## src/rtl/dmi_arbiter.sv

```systemverilog
// Round-robin arbiter sharing one DMI slave between NUM_REQ DMI masters.
// One DM transaction in flight at a time; a timeout aborts a hung DM op.
module dmi_arbiter #(
  parameter int NUM_REQ = 2,
  parameter int ADDR_W  = 7,
  parameter int DATA_W  = 32,
  parameter int TIMEOUT = 1023
) (
  input  logic                          clk,
  input  logic                          rst,
  input  logic [NUM_REQ-1:0]            req_valid,
  output logic [NUM_REQ-1:0]            req_ready,
  input  logic [NUM_REQ*ADDR_W-1:0]     req_addr,
  input  logic [NUM_REQ*DATA_W-1:0]     req_wdata,
  input  logic [NUM_REQ*2-1:0]          req_op,
  output logic [NUM_REQ-1:0]            rsp_valid,
  output logic [DATA_W-1:0]             rsp_rdata,
  output logic [1:0]                    rsp_resp,
  output logic                          dm_req_valid,
  input  logic                          dm_req_ready,
  output logic [ADDR_W-1:0]             dm_addr,
  output logic [DATA_W-1:0]             dm_wdata,
  output logic [1:0]                    dm_op,
  input  logic                          dm_rsp_valid,
  input  logic [DATA_W-1:0]             dm_rdata,
  input  logic [1:0]                    dm_resp,
  output logic                          dm_abort,
  output logic                          busy,
  output logic [$clog2(NUM_REQ)-1:0]    owner
);

  localparam int IDX_W = $clog2(NUM_REQ);
  localparam int CNT_W = $clog2(TIMEOUT + 1);
  localparam logic [CNT_W-1:0] TO_VAL = CNT_W'(TIMEOUT);

  typedef enum logic [1:0] {
    S_IDLE     = 2'd0,
    S_ISSUE    = 2'd1,
    S_WAIT_RSP = 2'd2,
    S_RESP     = 2'd3
  } state_t;

  state_t              state_q, state_d;
  logic [IDX_W-1:0]    last_grant_q, last_grant_d;
  logic [IDX_W-1:0]    owner_q, owner_d;
  logic [ADDR_W-1:0]   addr_q, addr_d;
  logic [DATA_W-1:0]   wdata_q, wdata_d;
  logic [1:0]          op_q, op_d;
  logic [CNT_W-1:0]    cnt_q, cnt_d;
  logic [DATA_W-1:0]   rdata_q, rdata_d;
  logic [1:0]          resp_q, resp_d;

  logic                grant_found;
  logic [IDX_W-1:0]    grant_idx;
  logic [IDX_W-1:0]    cand;
  logic [1:0]          sel_op;
  logic                timed_out;

  // Round-robin search starting one past the last granted requester.
  always_comb begin
    grant_found = 1'b0;
    grant_idx   = '0;
    cand        = '0;
    for (int k = 1; k <= NUM_REQ; k++) begin
      cand = IDX_W'((int'(last_grant_q) + k) % NUM_REQ);
      if (!grant_found && req_valid[cand]) begin
        grant_found = 1'b1;
        grant_idx   = cand;
      end
    end
  end

  assign sel_op    = req_op[int'(grant_idx)*2 +: 2];
  assign timed_out = (cnt_q == TO_VAL);

  // Handshakes: a requester transfers on the cycle req_valid & req_ready are
  // both high at the clock edge; the DM transfers when dm_req_valid & dm_req_ready.
  always_comb begin
    state_d      = state_q;
    last_grant_d = last_grant_q;
    owner_d      = owner_q;
    addr_d       = addr_q;
    wdata_d      = wdata_q;
    op_d         = op_q;
    cnt_d        = cnt_q;
    rdata_d      = rdata_q;
    resp_d       = resp_q;
    req_ready    = '0;
    rsp_valid    = '0;
    dm_req_valid = 1'b0;
    dm_abort     = 1'b0;

    if (state_q == S_ISSUE || state_q == S_WAIT_RSP) begin
      cnt_d = timed_out ? cnt_q : cnt_q + CNT_W'(1);
    end

    unique case (state_q)
      S_IDLE: begin
        if (grant_found) begin
          req_ready[grant_idx] = 1'b1;
          last_grant_d = grant_idx;
          owner_d      = grant_idx;
          addr_d       = req_addr[int'(grant_idx)*ADDR_W +: ADDR_W];
          wdata_d      = req_wdata[int'(grant_idx)*DATA_W +: DATA_W];
          op_d         = sel_op;
          unique case (sel_op)
            2'd1, 2'd2: begin
              state_d = S_ISSUE;
              cnt_d   = '0;
            end
            2'd0: begin
              state_d = S_RESP;
              resp_d  = 2'd0;
            end
            default: begin
              state_d = S_RESP;
              resp_d  = 2'd2;
            end
          endcase
        end
      end
      S_ISSUE: begin
        if (timed_out) begin
          dm_abort = 1'b1;
          rdata_d  = '0;
          resp_d   = 2'd3;
          state_d  = S_RESP;
        end else begin
          dm_req_valid = 1'b1;
          if (dm_req_ready) begin
            if (dm_rsp_valid) begin
              rdata_d = dm_rdata;
              resp_d  = dm_resp;
              state_d = S_RESP;
            end else begin
              state_d = S_WAIT_RSP;
            end
          end
        end
      end
      S_WAIT_RSP: begin
        if (timed_out) begin
          dm_abort = 1'b1;
          rdata_d  = '0;
          resp_d   = 2'd3;
          state_d  = S_RESP;
        end else if (dm_rsp_valid) begin
          rdata_d = dm_rdata;
          resp_d  = dm_resp;
          state_d = S_RESP;
        end
      end
      S_RESP: begin
        rsp_valid[owner_q] = 1'b1;
        state_d = S_IDLE;
      end
      default: state_d = S_IDLE;
    endcase
  end

  // last_grant resets to the top index so requester 0 wins the first tie.
  always_ff @(posedge clk or posedge rst) begin
    if (rst) begin
      state_q      <= S_IDLE;
      last_grant_q <= IDX_W'(NUM_REQ - 1);
      owner_q      <= '0;
      addr_q       <= '0;
      wdata_q      <= '0;
      op_q         <= '0;
      cnt_q        <= '0;
      rdata_q      <= '0;
      resp_q       <= '0;
    end else begin
      state_q      <= state_d;
      last_grant_q <= last_grant_d;
      owner_q      <= owner_d;
      addr_q       <= addr_d;
      wdata_q      <= wdata_d;
      op_q         <= op_d;
      cnt_q        <= cnt_d;
      rdata_q      <= rdata_d;
      resp_q       <= resp_d;
    end
  end

  assign dm_addr   = addr_q;
  assign dm_wdata  = wdata_q;
  assign dm_op     = op_q;
  assign rsp_rdata = rdata_q;
  assign rsp_resp  = resp_q;
  assign owner     = owner_q;
  assign busy      = (state_q != S_IDLE);

endmodule

```

## config.mk

```make
export PLATFORM = sky130hd
export DESIGN_NAME = dmi_arbiter
export DESIGN_NICKNAME = d
export VERILOG_FILES = /design/src/rtl/dmi_arbiter.sv
export SDC_FILE = /design/constraint.sdc
export NUM_CORES = 1
export LEC_CHECK = 0
export CAP_MARGIN = 25
export CORE_MARGIN = 8
export CORE_UTILIZATION = 41
export CTS_BUF_LIST = sky130_fd_sc_hd__clkbuf_4 sky130_fd_sc_hd__clkbuf_8 sky130_fd_sc_hd__clkbuf_16
export CTS_CLUSTER_DIAMETER = 40
export DETAILED_ROUTE_END_ITERATION = 7
export HOLD_SLACK_MARGIN = 0.12
export PLACE_DENSITY_LB_ADDON = 0.1
export SETUP_SLACK_MARGIN = 0.5
export SLEW_MARGIN = 5
export SYNTH_ARGS = -nofsm -noshare
export SYNTH_HDL_FRONTEND = slang
export SYNTH_SLANG_ARGS = --single-unit
export TNS_END_PERCENT = 5
```

## constraint.sdc

```tcl
create_clock -name clk -period 2.8 [get_ports clk]
set_input_delay 0.28 -clock clk [delete_from_list [all_inputs] [get_ports clk]]
set_output_delay 0.28 -clock clk [all_outputs]
set_load 0.005 [all_outputs]
```

==> summary.txt <==
===============================================================================================
Run status ....................................................................... finished, final reports clean
Most common cell after layout, fill and taps aside ............................... clkdlybuf4s50_1
Main combinational cell family by area after synthesis ........................... simple AND/OR/NAND/NOR gates
Fraction of layout cells with a size suffix above 1 ..............................      0.07233
H-tree depth reported by CTS .....................................................            3
Maximum number of pins on one net before global-route repair .....................           65
Ratio of total power to cell area ................................................ 975.9 nW/um2
Seq cells post-synth .............................................................           89
Port-buffer cells ................................................................          204
Maxcap violations ................................................................            0
Most used DFF post-synth .........................................................      dfrtp_1
Net Count, Synth .................................................................          558
Area of the die ..................................................................    13940 um2
CP peak stage delay ..............................................................      0.42 ns
Core Box Area ....................................................................    10230 um2
Setup Crit Path Kind .............................................................      reg2out
Initial antenna violation count ..................................................            0
Worst setup slack after layout ...................................................    0.5443 ns
Transition time at the pin with the least slew margin ............................    0.6461 ns
Data arrival at the endpoint of the critical path ................................      1.98 ns
Min-Delay Path Class .............................................................     in2async
Final estimated routing congestion in global placement ...........................       0.7727
EDFF count, synth ................................................................            0
Final setup TNS ..................................................................         0 ns
Initial standard-cell utilization of the core ....................................       0.4174
Final HPWL DP ....................................................................     10290 um
Cell area after technology mapping ...............................................     4270 um2
Slowest cell on crit path ........................................................        or3_1
Final hold vios ..................................................................            0
Num CTS Buffers ..................................................................            9
Die span in x ....................................................................     118.1 um
Antenna diode count ..............................................................            0
Clock input transition at the sequential cells of the worst setup and hold paths .      0.09 ns
Fillers ..........................................................................          837
IO Count .........................................................................          205
Total of hold buffers inserted after clock tree synthesis ........................            0
IR drop worst, VDD ...............................................................    0.5090 mV
Final min period .................................................................     2.256 ns
Vias in the first global route ...................................................         4062
Row Count ........................................................................           37
Top achievable clock speed .......................................................   0.4433 GHz
Iter 0 DRT Violations ............................................................          191
Final count of negative-setup-slack endpoints ....................................            0
Setup repair after global routing missed its margin ..............................         true
Root Driver ......................................................................     clkbuf_8
Layout Skew ......................................................................   0.01538 ns
Mux cell area share after synthesis ..............................................       0.1058
Final global-route overflow total ................................................            0
Post-synth cell types ............................................................           42
Worst Path Max Fanout ............................................................            9
Kind of end point of the critical path ...........................................  output port
Rel. slew slack ..................................................................       0.5683
Area Growth Syn to Fin ...........................................................       58.75%
DRC violations left ..............................................................            0
Residual antenna-violating net count after detailed routing ......................            0
Post-synth ARST share ............................................................        1.000
Post-Synth Adder-Cell Area .......................................................      0.01758
Average footprint of a synthesized cell ..........................................    9.931 um2
Required arrival time at the worst endpoint ......................................      2.52 ns
Final WL .........................................................................     13330 um
Global-route wire length before repair ...........................................     21520 um
Synth Warn # .....................................................................            0
Area of placed instances .........................................................     6469 um2
CP cell instances ................................................................ ha_2, nand3_4, or3_1, and2_1, dlygate4sd2_1
Setup slack at placement .........................................................    0.2549 ns
Leading cell types in the layout, fill and taps excluded ......................... clkdlybuf4s50_1, dfrtp_1, o21ai_0, nand2_1, mux2i_1
Number of buffers on the longest clock path ......................................            2
Post-synthesis share of cell area spent on and, or, nand and nor gates ...........       0.1430
Startpoint types .................................................................    flip-flop
Leakage power of the design ......................................................     2.979 nW
Number of nets in the final layout ...............................................          760
Post-synthesis instance total ....................................................          430
Parity-gate share of the synthesized area counting xor and xnor cells ............     0.004102
Clock network latency to the later pin of the worst-skew pair ....................      0.34 ns
Detailed-route wire length per cell ..............................................     17.26 um
Pins over their slew limit .......................................................            0
Tot GR Track Use .................................................................       0.1904
Die Span Y .......................................................................     118.1 um
Share of the synthesized area in compound gates (AO/OA/AOI/OAI) ..................       0.1342
Vias after detailed routing ......................................................         3849
Final period utilization .........................................................       0.8056
Clock tree from TritonCTS ........................................................         done
Post-detailed-route via-to-cell ratio ............................................        4.986
Cell area after layout ...........................................................     6779 um2
Number of sinks handled by clock tree synthesis ..................................           89
Post-synthesis sequential area ratio .............................................       0.5218
Detailed-routing iteration count for the pre-antenna-repair pass .................            4
===============================================================================================
per-stage QoR:
step	util	power, mW	instances	hold slack (ns)
3_3_place_gp	0.6323	5.406	755	0.4616
6_report	0.6626	6.616	772	0.3613
5_1_grt	0.6626	7.120	772	0.3902
2_1_floorplan	-	3.692	430	0.4392
3_5_place_dp	0.6323	5.498	755	0.4693
4_1_cts	0.6589	6.661	771	0.3582
registers in the layout (all words and copies together), names as in the netlist:
| name | cells |
|---|---|
| last_grant_q | 1 |
| cnt_q | 10 |
| state_q | 2 |
| rsp_resp | 2 |
| dm_addr | 7 |
| rsp_rdata | 32 |
| dm_op | 2 |
| dm_wdata | 32 |
| owner | 1 |
final cells by class:
class	count	area [um2]	share of cell area
flip-flops and latches	89	2228	0.3287
repair buffers	219	2178	0.3213
multi-input cells	270	1777	0.2621
well taps	136	170.2	0.02510
inverters	43	165.2	0.02436
clock buffers	10	131.4	0.01938
clock inverters	5	128.9	0.01901
worst max-delay path: cells and delay by family (launching register included):
family,cells,cell delay [ns]
DFF,1,0.38
and+or+nand+nor,3,0.75
adders and majority gates,1,0.22
buffers and inverters,1,0.28
logic make-up (layout without fill, tap and decap cells):
group,Yosys count,count (layout)
and+or+nand+nor,117,117
AOI/OAI and AO/OA,100,100
buffers and inverters,71,277
muxes,45,45
DFF,89,89
adders and majority gates,6,6
xor gates and xnor gates,2,2
per-layer routing:
layer  wire length (um)  global-route usage  vias up
met3               1126             0.06715       14
li1                   -                   -     1889
met2               6301              0.3137      154
met5                  0                   0        -
met1               5699              0.2295     1792
met4                199             0.05604        0
power by group:
part	internal [mW]	leakage, nW	total, mW	switching (mW)
sequential	1.89	1.11	2.22	0.331
combinational	1.75	1.74	3.26	1.51
clock	0.691	0.130	1.14	0.446
total	4.33	2.98	6.62	2.29
worst paths after layout:
kind / end / slack (ns) / cells after the start / from
worst max-delay path: dm_req_valid / 0.54 / 5 / cnt_q[1]
worst min-delay path: dm_wdata[15] / 0.36 / 2 / rst
worst max register to register: rsp_resp[1] / 0.76 / 6 / last_grant_q
worst min register to register: dm_addr[5] / 0.48 / 2 / dm_addr[5]
max in group asynchronous: last_grant_q / 1.65 / 3 / rst
min in group clk: dm_addr[5] / 0.48 / 2 / dm_addr[5]
repair_timing:
action,CTS,global route
gates resized for setup,3,7
buffers inserted,1,1
pin swaps,0,2
setup endpoints to repair,4,5
gates cloned,0,0
synthesized netlist by cell type (3+ instances only):
master    count  area share
o21ai_1      30       0.035
nor3_1        4      0.0047
nand2_1      47       0.041
ha_1          6       0.018
nand3_1       4      0.0047
nor2_1       11      0.0097
a21oi_1       9       0.011
buf_1         3      0.0026
buf_2        13       0.015
clkbuf_1      7      0.0062
inv_1        43       0.038
or3_1         4      0.0059
dfrtp_1      88        0.52
and2_1        3      0.0044
buf_6         4       0.011
nor2b_1       3      0.0044
mux2i_1      44        0.10
o21ai_0      48       0.056
nand4_1      32       0.047
(Power assumes the default switching activity.)
